==> src/rtl/chess_pkg.sv <==
// chess_pkg: board constants, piece encodings and fetcher FSM states shared with the VGA renderer
package chess_pkg;
  localparam int PIECE_W = 4;
  localparam int NUM_SQUARES = 64;
  typedef enum logic [3:0] {
    EMPTY    = 4'd0,
    W_PAWN   = 4'd1,
    W_KNIGHT = 4'd2,
    W_BISHOP = 4'd3,
    W_ROOK   = 4'd4,
    W_QUEEN  = 4'd5,
    W_KING   = 4'd6,
    B_PAWN   = 4'd9,
    B_KNIGHT = 4'd10,
    B_BISHOP = 4'd11,
    B_ROOK   = 4'd12,
    B_QUEEN  = 4'd13,
    B_KING   = 4'd14
  } piece_e;
  typedef enum logic [1:0] {IDLE, ISSUE, DRAIN, COMMIT} fetch_state_e;
endpackage

==> src/rtl/board_bank.sv <==
// board_bank: shadow/active square register pair with indexed write, one-cycle bulk commit and registered read
//   clk_i, rst_i        clock, async active-high reset (clears both banks and the read register)
//   wr_en_i/wr_idx_i/wr_data_i  write one square of the shadow bank
//   commit_i            copy the whole shadow bank into the active bank
//   rd_idx_i, rd_data_o registered lookup of the active bank
module board_bank #(
  parameter int N = 64,
  parameter int W = 4,
  localparam int IW = $clog2(N)
) (
  input  logic          clk_i,
  input  logic          rst_i,
  input  logic          wr_en_i,
  input  logic [IW-1:0] wr_idx_i,
  input  logic [W-1:0]  wr_data_i,
  input  logic          commit_i,
  input  logic [IW-1:0] rd_idx_i,
  output logic [W-1:0]  rd_data_o
);
  logic [W-1:0] shadow_q [N];
  logic [W-1:0] active_q [N];
  logic [W-1:0] rd_q;
  // Reads see the pre-commit active bank in the commit cycle (non-blocking update).
  always_ff @(posedge clk_i or posedge rst_i) begin
    if (rst_i) begin
      shadow_q <= '{default: '0};
      active_q <= '{default: '0};
      rd_q <= '0;
    end else begin
      if (wr_en_i) shadow_q[wr_idx_i] <= wr_data_i;
      if (commit_i) active_q <= shadow_q;
      rd_q <= active_q[rd_idx_i];
    end
  end
  assign rd_data_o = rd_q;
endmodule

==> src/rtl/board_snapshot_fetcher.sv <==
// board_snapshot_fetcher: streams the board out of dmem port B each frame and commits it tear-free for the pixel path
//   clk_i, rst_i        shared clock, async active-high reset
//   frame_start_i       start-of-vblank pulse that launches a fetch
//   chess_address_o     dmem port B read address; chess_data_i its read data (RD_LAT cycles later)
//   square_idx_i        pixel-path lookup index; piece_code_o registered active-bank contents
//   snapshot_valid_o    sticky after first commit; busy_o fetch in flight
//   fetch_done_o        commit-cycle pulse; frame_overrun_o frame_start seen while busy
module board_snapshot_fetcher
  import chess_pkg::*;
#(
  parameter int ADDR_W = 12,
  parameter int DATA_W = 32,
  parameter logic [ADDR_W-1:0] BOARD_BASE = '0,
  parameter int NUM_SQUARES = chess_pkg::NUM_SQUARES,
  parameter int PIECE_W = chess_pkg::PIECE_W,
  parameter int RD_LAT = 2,
  localparam int SW = $clog2(NUM_SQUARES)
) (
  input  logic               clk_i,
  input  logic               rst_i,
  input  logic               frame_start_i,
  output logic [ADDR_W-1:0]  chess_address_o,
  input  logic [DATA_W-1:0]  chess_data_i,
  input  logic [SW-1:0]      square_idx_i,
  output logic [PIECE_W-1:0] piece_code_o,
  output logic               snapshot_valid_o,
  output logic               busy_o,
  output logic               fetch_done_o,
  output logic               frame_overrun_o
);
  localparam int CW = SW + 1;
  fetch_state_e state_q, state_d;
  logic [CW-1:0] issue_q, issue_d, cap_q, cap_d;
  logic [RD_LAT-1:0] pipe_q, pipe_d;
  logic valid_q, valid_d;
  logic capture;
  logic unused_data;
  assign unused_data = ^chess_data_i[DATA_W-1:PIECE_W];
  // A tag leaves the pipe exactly when the data for that read is on chess_data_i.
  assign capture = pipe_q[RD_LAT-1];
  always_ff @(posedge clk_i or posedge rst_i) begin
    if (rst_i) begin
      state_q <= IDLE;
      issue_q <= '0;
      cap_q <= '0;
      pipe_q <= '0;
      valid_q <= 1'b0;
    end else begin
      state_q <= state_d;
      issue_q <= issue_d;
      cap_q <= cap_d;
      pipe_q <= pipe_d;
      valid_q <= valid_d;
    end
  end
  always_comb begin
    state_d = state_q;
    issue_d = issue_q;
    cap_d = cap_q + CW'(capture);
    pipe_d = RD_LAT'({pipe_q, state_q == ISSUE});
    valid_d = valid_q;
    case (state_q)
      IDLE: if (frame_start_i) begin
        state_d = ISSUE;
        issue_d = '0;
        cap_d = '0;
      end
      ISSUE: if (issue_q == CW'(NUM_SQUARES - 1)) state_d = DRAIN;
        else issue_d = issue_q + CW'(1);
      DRAIN: if (cap_q == CW'(NUM_SQUARES)) state_d = COMMIT;
      COMMIT: begin
        state_d = IDLE;
        valid_d = 1'b1;
      end
      default: state_d = IDLE;
    endcase
  end
  // issue_q parks on the last index through DRAIN, so the address holds its final value.
  assign chess_address_o = (state_q == IDLE) ? BOARD_BASE : BOARD_BASE + ADDR_W'(issue_q);
  assign busy_o = state_q != IDLE;
  assign fetch_done_o = state_q == COMMIT;
  assign frame_overrun_o = frame_start_i & busy_o;
  assign snapshot_valid_o = valid_q;
  board_bank #(.N(NUM_SQUARES), .W(PIECE_W)) u_bank (
    .clk_i(clk_i),
    .rst_i(rst_i),
    .wr_en_i(capture),
    .wr_idx_i(cap_q[SW-1:0]),
    .wr_data_i(chess_data_i[PIECE_W-1:0]),
    .commit_i(fetch_done_o),
    .rd_idx_i(square_idx_i),
    .rd_data_o(piece_code_o)
  );
endmodule

==> config.mk <==
export PLATFORM = sky130hd
export DESIGN_NAME = board_snapshot_fetcher
export DESIGN_NICKNAME = d
export VERILOG_FILES = /design/src/rtl/chess_pkg.sv /design/src/rtl/board_bank.sv /design/src/rtl/board_snapshot_fetcher.sv
export SDC_FILE = /design/constraint.sdc
export NUM_CORES = 1
export LEC_CHECK = 0
export CORE_MARGIN = 4
export CORE_UTILIZATION = 62
export CTS_CLUSTER_DIAMETER = 120
export DETAILED_ROUTE_END_ITERATION = 12
export PLACE_DENSITY = 0.8
export SETUP_SLACK_MARGIN = 0.4
export SYNTH_ARGS = -nofsm -noshare
export SYNTH_HDL_FRONTEND = slang
export SYNTH_SLANG_ARGS = --single-unit
==> constraint.sdc <==
create_clock -name clk_i -period 25.8 [get_ports clk_i]
set_input_delay 5.16 -clock clk_i [delete_from_list [all_inputs] [get_ports clk_i]]
set_output_delay 5.16 -clock clk_i [all_outputs]
set_load 0.01 [all_outputs]
# After elaboration in Yosys (flattened, before gate mapping)
# Cells that the tools add are included.
classes:
  muxes: 16
  n_addsub: 2
  magnitude_cmp: 3
  n_reduce_logical: 6
  eq_ne: 9
  bitwise: 3
op_table:
  columns: ["op", "count"]
  rows:
  - ["$bwmux 256", 1]
  - ["$mux 7", 5]
  - ["$bmux 4 s6", 1]
  - ["$demux 4 s6", 1]
  - ["$ge 7x7->1 const B", 2]
  - ["$not 6->7", 2]
  - ["$pmux 7 s2", 1]
  - ["$mux 4", 3]
  - ["$pmux 2 s4", 1]
  - ["$add 7x1->7", 1]
  - ["$add 7x1->7 const B", 1]
  - ["$eq 7x6->1 const B", 1]
  - ["$eq 7x7->1 const B", 1]
  - ["$lt 7x1->1 const B", 1]
  - ["$mux 2", 3]
  - ["$ne 2x2->1 const B", 3]
  - ["$reduce_and 3->1", 2]
  - ["$eq 2x2->1 const B", 2]
  - ["$reduce_bool 2->1", 2]
  - ["$eq 2x1->1 const B", 1]
  - ["$logic_not 2->1", 1]
  - ["$ne 2x1->1 const B", 1]
  - ["$and 1x1->1", 1]
  - ["$logic_and 1x1->1", 1]
totals:
  register_bits: 535
  input_bits: 41
  out_inout_bits: 20

# Depth between registers and ports, before layout
# Gate-level depths: netlist of run 1.
depth:
  word_depth: 6
  mapped_depth: 9

# Hierarchy
# From an unflattened synthesis of run 1, not the netlist that was laid out.
hier_totals:
  hier_cells: 1481
  hier_area_um2: 22684.3
by_module_without_submodules:
  columns: ["module", "seq_area_each_um2", "n_inst", "area_per_inst_um2", "cells_per_inst"]
  rows:
  - ["board_bank", 12912.4, 1, 21588.2, 1372]
  - ["board_snapshot_fetcher", 475.5, 1, 1096.1, 109]

# Worst setup path after synthesis of run 1
# No wires, ideal clock.
synth_timing:
  kind: "input port to output port"
  from: "input frame_start_i"
  to: "output frame_overrun_o"
  n_path_buf: 0
  path_slack_ps: 15283
  required_ps: 20640
  stages: 1
  arrival_ps: 5357
  cell_sequence: "nor2b_1"
synth_via:
  elab_chain_cells: 1
synth_lines:
  columns: ["item", "line_no", "text"]
  rows:
  - ["start: declaration", "board_snapshot_fetcher.sv:21", "input logic frame_start_i,"]
  - ["$and 1x1->1", "board_snapshot_fetcher.sv:82", "assign frame_overrun_o = frame_start_i & busy_o;"]
  - ["end: declaration", "board_snapshot_fetcher.sv:29", "output logic frame_overrun_o"]
# Every way passes these cells.

# Worst setup path in the final report of run 1
# Same ends and word-level chain as after synthesis.

==> results of run 1 <==
## per-stage QoR
stage / hold WS (ns) / total power, uW / area (um^2) / cells
finish: 0.349 / 1750 / 25000 / 1976
CTS: 0.351 / 1760 / 25000 / 1976
global route: 0.356 / 1810 / 25000 / 1976
detailed placement: 0.336 / 949 / 23100 / 1879
global placement: 0.335 / 945 / 23100 / 1879
floorplan: 0.331 / 929 / 22600 / 1467
## cell type report
class	count	share of cell area, %
clock buffer	74	6.07
clock inverter	23	1.44
inverter	9	0.165
multi-input combinational	831	34.9
sequential	535	53.6
tap	461	2.31
timing repair buffer	43	1.49
## Yosys cell counts, types with 3 or more instances
cell type	instances
dfrtp_1	535
mux2_2	513
clkbuf_1	63
nor2_1	53
mux4_2	52
nand2_1	50
nor2b_1	17
mux4_1	14
nand3_1	14
buf_4	10
nor3_1	10
o21ai_0	10
buf_2	8
ha_1	8
inv_1	8
a21oi_1	7
o22ai_1	7
buf_1	6
mux2i_1	6
a211oi_1	5
nand2b_1	5
or3_1	5
a31oi_1	4
and2_1	4
buf_6	4
nor4_1	4
or2_2	4
xnor2_1	4
and3_1	3
nand3b_1	3
o221ai_1	3
or4_1	3
xor2_1	3
## state kept, by name (all words and copies together), names as in the netlist
| signal | flops |
|---|---|
| issue_q | 7 |
| state_q | 2 |
| pipe_q | 2 |
| u_bank.shadow_q | 256 |
| u_bank.rd_data_o | 4 |
| u_bank.active_q | 256 |
| cap_q | 7 |
| snapshot_valid_o | 1 |
## final timing paths
| kind | slack, ns | from | endpoint | depth (start not counted) |
|---|---|---|---|---|
| setup / recovery | 14.30 | frame_start_i | frame_overrun_o | 3 |
| hold / removal | 0.35 | pipe_q[0] | pipe_q[1] | 0 |
| setup reg to reg | 23.08 | cap_q[4] | state_q[1] | 5 |
| hold reg to reg | 0.35 | pipe_q[0] | pipe_q[1] | 0 |
| max in group asynchronous | 18.14 | rst_i | u_bank.shadow_q[28] | 4 |
| min in group asynchronous | 5.26 | rst_i | u_bank.active_q[37] | 2 |
## critical path, cell delays in order
cell	delay [ns]
clkdlybuf4s50_1	0.50
nor2b_1	0.14
clkdlybuf4s50_1	0.54
## per-layer routing
layer / global-route usage (%) / vias to the layer above / wire length (um)
met1: 34.0 / 6627 / 19900
met3: 4.39 / 82 / 2400
met4: 6.48 / 0 / 1230
met5: 0 / - / 0
met2: 40.6 / 297 / 23000
li1: - / 5307 / -
## report_power, final
part | total (uW) | switching (uW) | internal (uW)
clock network | 818 | 318 | 500
registers | 868 | 9.47 | 858
logic | 64.6 | 41.3 | 23.3
total | 1750 | 369 | 1380
## logic make-up (layout without fill, tap and decap cells)
logic type	after synthesis	count (layout)	share of synthesized area, %
muxes	585	585	32.7
DFF	535	535	59.4
and+or+nand+nor	181	181	3.82
buffers and inverters	101	149	2.08
AOI/OAI and AO/OA	45	45	1.25
adders and majority gates	8	8	0.444
xor gates and xnor gates	7	7	0.272
other	1	5	0.0166
==> results.ini, run 1 <==
[synth]
synth_top_area_cell = dfrtp_1
syn_inst = 1463
synth_top_area_share_pct = 59.4
synthArstFlopShare_pct = 100
synthTopCellsByArea = dfrtp_1 59%, mux2_2 26%, mux4_2 5.2%, mux4_1 1.6%, clkbuf_1 1.0%
seq_area_frac_synth_pct = 59.4
synth_ff_type = dfrtp_1
avgSynthCellArea_um2 = 15.4
synth.distinct_cells = 45
synth_area_um2 = 22500
synth-edff-count = 0
ys_warn_count = 0
ys_ff_latch = 535

[finish]
mostFrequentLayoutCell = dfrtp_1
n_antenna_cell = 0
drive_gt1_share_pct = 45.1
utilization_pct = 69.9
nFillCells = 2342
multiInputGateArea_um2 = 8720
fin_nets = 1522
syn_to_final_growth_pct = 10.8
most-common-layout-cells = 535 x dfrtp_1, 513 x mux2_2, 53 x nor2_1, 53 x clkbuf_16, 52 x mux4_2
regArea_um2 = 13400

[worst_setup_path]
start_kind = input pin
required_ns = 20.64
crit_fanout = 4
worstSetupPathType = in -> out
worstSetupEndpointType = output port
worstPathArrival_ns = 6.34

[sta]
tightest_slew_ns = 1.18
slew_headroom_pct = 20.9
final.period_utilization_pct = 44.6
setup_ws_ns = 14.30
hold_viol = 0
fmax_ghz = 0.0869
drv_slew = 0
finalCriticalPeriod_ns = 11.50
timing.clock.skew_ns = 0.0158
rsz0062_at_grt = no
tns_ns = 0
finalSetupViolCount = 0

[floorplanning]
die_h_um = 199
start_util_pct = 63.1
die_area_um2 = 39500
core_um2 = 35700
io_pins = 61
die_x_um = 199
rows = 69

[clock_network]
cts-htree-levels = 2
cts_resized = 0
cts_tree = yes
postCtsSetupBuffers = 0
clock-sinks = 535
clock_latency_ns = 0.57
root_buffer = clkbuf_16
cts_buffers = 53
clk_pin_slew_ns = 0.06
clock_path_buffers = 3
hold_buffers = 0

[outcome]
outcome = completed

[routing]
avgRoutedWirePerCell_um = 23.6
drtPass1Iterations = 7
routed_wl_mm = 46.6
ant_nets = 0
initialDrtViolationCount = 800
route.detailed.drc = 0
vias = 12300
via_per_inst = 6.23

[global_route]
track_usage_pct = 24.4
grt_first_pass_wirelength_mm = 75.0
antenna_found_initial = 0
grt_pass1_vias = 13300
grt_start_max_net_pins = 151
gr-total-overflow = 0

[worst_hold_path]
hold_path.class = reg -> reg

[placed_design]
pre_cts_ws_ns = 14.31
post-dp-hpwl_mm = 27.4
portBuffers = 27
routabilityCongestion = 0.794

[flow_run]
max_cap_viol_count = 0

[power]
vdd_drop_max_v = 0.0000465
p_per_area_nw_per_um2 = 70.1
p_leak_uw = 0.0114

(Power assumes the default switching activity.)
==> run 2, diff against run 1 <==
==> constraint.sdc (replaced) <==
create_clock -name clk_i -period 11.3 [get_ports clk_i]
set_input_delay 2.26 -clock clk_i [delete_from_list [all_inputs] [get_ports clk_i]]
set_output_delay 2.26 -clock clk_i [all_outputs]
set_load 0.01 [all_outputs]
==> run 2 against run 1 <==
Cell count fell by 0.20%. Largest cell class unchanged. Routed wire length fell by 0.57%. Design area fell by 0.86%. Worst setup slack got worse by 8.7 ns. Sequential share of layout area rose by 0.46 points. Via count fell by 0.58%. Highest routed layer unchanged. Count of clock-buffer cells in the layout rose by 7. Sequential power rose by 130%. Global-route usage fell by 0.22 points. Power rose by 120%. Flip-flop and latch count did not move.
==> results.ini, run 2 (synthesis results as in run 1) <==
[clock_network]
clock-sinks = 535
postCtsSetupBuffers = 0
root_buffer = clkbuf_16
clock_latency_ns = 0.59
hold_buffers = 0
cts_buffers = 53
cts-htree-levels = 2
clock_path_buffers = 3
cts_tree = yes
cts_resized = 0
clk_pin_slew_ns = 0.06

[worst_setup_path]
crit_fanout = 4
ff2ff_path_depth = 4
critPathCapture = frame_overrun_o
worstSetupEndpointType = output port
start_kind = input pin
cp-startpoint = frame_start_i
ff2ff_setup_slack_ns = 8.39
r2r-end = u_bank.active_q[129]
required_ns = 9.04
worstReg2RegStart = state_q[0]
worstPathArrival_ns = 3.44
worstSetupPathType = in -> out

[floorplanning]
core_um2 = 35700
rows = 69
io_pins = 61
die_h_um = 199
die_x_um = 199
start_util_pct = 63.1
die_area_um2 = 39500

[placed_design]
placed_area_um2 = 23100
routabilityCongestion = 0.816
portBuffers = 27
post-dp-hpwl_mm = 27.2

[finish]
reg_top3 = u_bank.active_q: 256 flops, u_bank.shadow_q: 256 flops
fin_nets = 1524
drive_gt1_share_pct = 44.7
n_antenna_cell = 0
fin_area_um2 = 24800
mostFrequentLayoutCell = dfrtp_1
most-common-layout-cells = 535 x dfrtp_1, 513 x mux2_2, 55 x clkbuf_16, 53 x nor2_1, 52 x mux4_2
utilization_pct = 69.3
syn_to_final_growth_pct = 9.84
nFillCells = 2396

[global_route]
track_usage_pct = 24.2
gr-total-overflow = 0
grt_first_pass_wirelength_mm = 74.1
antenna_found_initial = 0
grt_pass1_vias = 13200
grt_start_max_net_pins = 198

[routing]
vias = 12200
route.detailed.drc = 0
top_layer = met4
routed-wl-met2_mm = 22.9
via_per_inst = 6.21
avgRoutedWirePerCell_um = 23.5
met1Wirelength_mm = 20.4
drtPass1Iterations = 4
routed_wl_mm = 46.3
route.met3.wl_mm = 2.01
ant_nets = 0
initialDrtViolationCount = 667

[sta]
final.period_utilization_pct = 50.5
finalSetupViolCount = 0
tightest_slew_ns = 1.21
fmax_ghz = 0.175
timing.clock.skew_ns = 0.0120
hold_viol = 0
drv_slew = 0
slew_headroom_pct = 19.5
tns_ns = 0
whs_ns = 0.346
finalCriticalPeriod_ns = 5.70
rsz0062_at_grt = no

[power]
finalPower_uw = 3790
p_leak_uw = 0.0113
p_per_area_nw_per_um2 = 153
vdd_drop_max_v = 0.000108

[outcome]
outcome = completed

[worst_hold_path]
hold_path.class = reg -> reg

[flow_run]
max_cap_viol_count = 0

## run 2: cell count changes in the layout (fill, tap and decap cells not counted), sizes merged
cell / change
clkinv: -3
buf: +2
bufinv: -9
clkbuf: +7
clkinvlp: -1
## run 2: layer usage
metal / vias to the layer above / track usage, %
li1: 5309 / -
met1: 6611 / 34.2
met2: 251 / 39.5
met3: 71 / 4.08
met4: 0 / 7.19
met5: - / 0
## run 2: stage by stage
step,setup WS (ns),cells
floorplan,1.77,1467
global placement,5.60,1881
detailed placement,5.61,1881
CTS,5.59,1972
global route,5.54,1972
finish,5.60,1972
## run 2: layout make-up
| cell class | count | area (um^2) | share of cell area [%] |
|---|---|---|---|
| Sequential cell | 535 | 13400 | 54.1 |
| Timing Repair Buffer | 45 | 400 | 1.62 |
| Clock inverter | 10 | 53.8 | 0.217 |
| Tap cell | 461 | 577 | 2.33 |
| Inverter | 9 | 37.5 | 0.152 |
| Clock buffer | 81 | 1580 | 6.40 |
| Multi-Input combinational cell | 831 | 8720 | 35.2 |
## run 2: report_power, final
| group | total (uW) | internal, uW | switching, uW |
|---|---|---|---|
| clock network | 1660 | 958 | 703 |
| logic | 147 | 54.0 | 93.5 |
| registers | 1980 | 1960 | 21.4 |
| total | 3790 | 2970 | 818 |
## run 2: worst min path at each step
stage               slack (ns)      start  depth (start not counted)        end
floorplan                 0.33  pipe_q[0]                          0  pipe_q[1]
global placement          0.33  pipe_q[0]                          0  pipe_q[1]
detailed placement        0.34  pipe_q[0]                          0  pipe_q[1]
CTS                       0.35  pipe_q[0]                          0  pipe_q[1]
global route              0.36  pipe_q[0]                          0  pipe_q[1]
finish                    0.35  pipe_q[0]                          0  pipe_q[1]
## run 2: critical path: stages
cell and delay [ns]:
clkdlybuf4s50_1 0.50, nor2b_1 0.14, clkdlybuf4s50_1 0.54
==> run 3, diff against run 2 <==
--- a/config.mk
+++ b/config.mk
@@ -6,10 +6,10 @@
 export NUM_CORES = 1
 export LEC_CHECK = 0
 export CORE_MARGIN = 4
-export CORE_UTILIZATION = 62
+export CORE_UTILIZATION = 56
 export CTS_CLUSTER_DIAMETER = 120
 export DETAILED_ROUTE_END_ITERATION = 12
-export PLACE_DENSITY = 0.8
+export PLACE_DENSITY = 0.76
 export SETUP_SLACK_MARGIN = 0.4
 export SYNTH_ARGS = -nofsm -noshare
 export SYNTH_HDL_FRONTEND = slang
==> constraint.sdc (replaced) <==
create_clock -name clk_i -period 5.16 [get_ports clk_i]
set_input_delay 1.032 -clock clk_i [delete_from_list [all_inputs] [get_ports clk_i]]
set_output_delay 1.032 -clock clk_i [all_outputs]
set_load 0.01 [all_outputs]
==> run 3 against run 2 <==
Sequential power up 120%. Worst setup slack got worse by 3.7 ns. Flip-flop and latch count did not move. Sequential share of layout area fell by 0.64 points. Count of clock-buffer cells in the layout unchanged. Combinational power increased by 130%. Utilization down 6.2 points. Hold slack better by 0.0041 ns. Global-route usage decreased by 2.3 points. Largest power group unchanged. Critical path type is now reg -> out. Largest cell class unchanged.
==> results.ini, run 3 (synthesis results as in run 1) <==
[outcome]
outcome = completed

[global_route]
antenna_found_initial = 0
grt_start_max_net_pins = 126
grt_pass1_vias = 13100
grt_first_pass_wirelength_mm = 75.5
gr-total-overflow = 0
track_usage_pct = 21.9

[power]
power.switching_uw = 1820
comb_power_share_pct = 3.9
p_per_area_nw_per_um2 = 342
sw_frac_of_total_pct = 21.2
p_seq_share_pct = 50.7
p_leak_uw = 0.0114
vdd_drop_max_v = 0.000237
p_clk_share_pct = 45.4
internal_power_uw = 6750
finalPower_uw = 8560

[clock_network]
clock_latency_ns = 0.57
cts_resized = 0
cts-htree-levels = 2
cts_buffers = 53
clk_pin_slew_ns = 0.06
clock_path_buffers = 3
cts_tree = yes
hold_buffers = 0
postCtsSetupBuffers = 0
root_buffer = clkbuf_16
clock-sinks = 535

[placed_design]
placed_area_um2 = 23300
post-dp-hpwl_mm = 28.5
pre_cts_ws_ns = 1.68
portBuffers = 27
routabilityCongestion = 0.805

[worst_setup_path]
worstPathArrival_ns = 2.28
worstSetupPathType = reg -> out
worstSetupEndpointType = output port
start_kind = register
ff2ff_path_depth = 4
crit_fanout = 46
required_ns = 4.13

[routing]
via_per_inst = 5.99
vias = 12200
drtPass1Iterations = 5
route.detailed.drc = 0
avgRoutedWirePerCell_um = 22.9
initialDrtViolationCount = 958
ant_nets = 0
routed_wl_mm = 46.9

[finish]
most-common-layout-cells = 535 x dfrtp_1, 513 x mux2_2, 53 x nor2_1, 53 x clkbuf_16, 52 x mux4_2
mostFrequentLayoutCell = dfrtp_1
n_antenna_cell = 0
drive_gt1_share_pct = 45.0
syn_to_final_growth_pct = 11.2
fin_nets = 1528
reg_top3 = u_bank.active_q: 256 flops, u_bank.shadow_q: 256 flops
fin_area_um2 = 25100

[sta]
fmax_ghz = 0.302
tightest_slew_ns = 1.13
tns_ns = 0
setup_ws_ns = 1.85
hold_viol = 0
drv_slew = 0
timing.clock.skew_ns = 0.0217
rsz0062_at_grt = no
slew_headroom_pct = 24.5
finalSetupViolCount = 0
finalCriticalPeriod_ns = 3.31
whs_ns = 0.350
final.period_utilization_pct = 64.2

[floorplanning]
die_x_um = 209
start_util_pct = 56.7
io_pins = 61
die_area_um2 = 43500
die_h_um = 209
rows = 73
core_um2 = 39700

[worst_hold_path]
hold_path_depth = 0
hold_path.class = reg -> reg

[flow_run]
max_cap_viol_count = 0

-- run 3: cell types whose count changed in the layout (fill, tap and decap cells not counted) --
| cell | delta |
|---|---|
| buf_12 | +4 |
| bufinv_16 | +5 |
| clkbuf_16 | -2 |
| clkinvlp_4 | +2 |
| clkinv_4 | +1 |
| clkinv_2 | -1 |
| inv_6 | -1 |
| clkbuf_8 | +2 |
-- run 3: worst max-delay path, cell delays in order (launching register included) --
cell and delay (ns):
dfrtp_1 0.43, ha_4 0.61, clkdlybuf4s50_1 0.67
-- run 3: final cells by class --
cell class                      instances  area, um^2
Inverter                                9        37.5
Sequential cell                       535       13400
Clock buffer                           81        1560
Clock inverter                         16         214
Fill cell                            2892       14700
Tap cell                              525         657
Timing Repair Buffer                   49         480
Multi-Input combinational cell        831        8720
-- run 3: through the flow --
stage | cells | utilization (%)
2_1_floorplan | 1467 | -
6_report | 2046 | 63.1
3_5_place_dp | 1949 | 58.6
4_1_cts | 2046 | 63.1
3_3_place_gp | 1949 | 58.6
5_1_grt | 2046 | 63.1
-- run 3: worst paths after layout --
path	from	end	slack, ns
max reg2reg	cap_q[3]	u_bank.shadow_q[83]	2.52
min in group asynchronous	rst_i	u_bank.active_q[157]	1.00
min reg2reg	pipe_q[0]	pipe_q[1]	0.35
max	state_q[1]	fetch_done_o	1.85
min	pipe_q[0]	pipe_q[1]	0.35
max in group asynchronous	rst_i	u_bank.shadow_q[84]	3.04
-- run 3: power by group through the flow --
stage | registers (uW) | logic (uW) | clock network (uW)
floorplan | 4400 | 240 | 0
global placement | 4410 | 328 | 0
detailed placement | 4410 | 339 | 0
CTS | 4340 | 341 | 3970
global route | 4350 | 368 | 4170
finish | 4340 | 332 | 3890
-- run 3: layer usage --
layer | routed length, um | track usage [%] | up-vias
met5 | 0 | 0 | -
met4 | 1330 | 6.39 | 0
met3 | 2060 | 3.27 | 96
met2 | 22700 | 35.2 | 268
met1 | 20800 | 31.7 | 6569
li1 | - | - | 5316
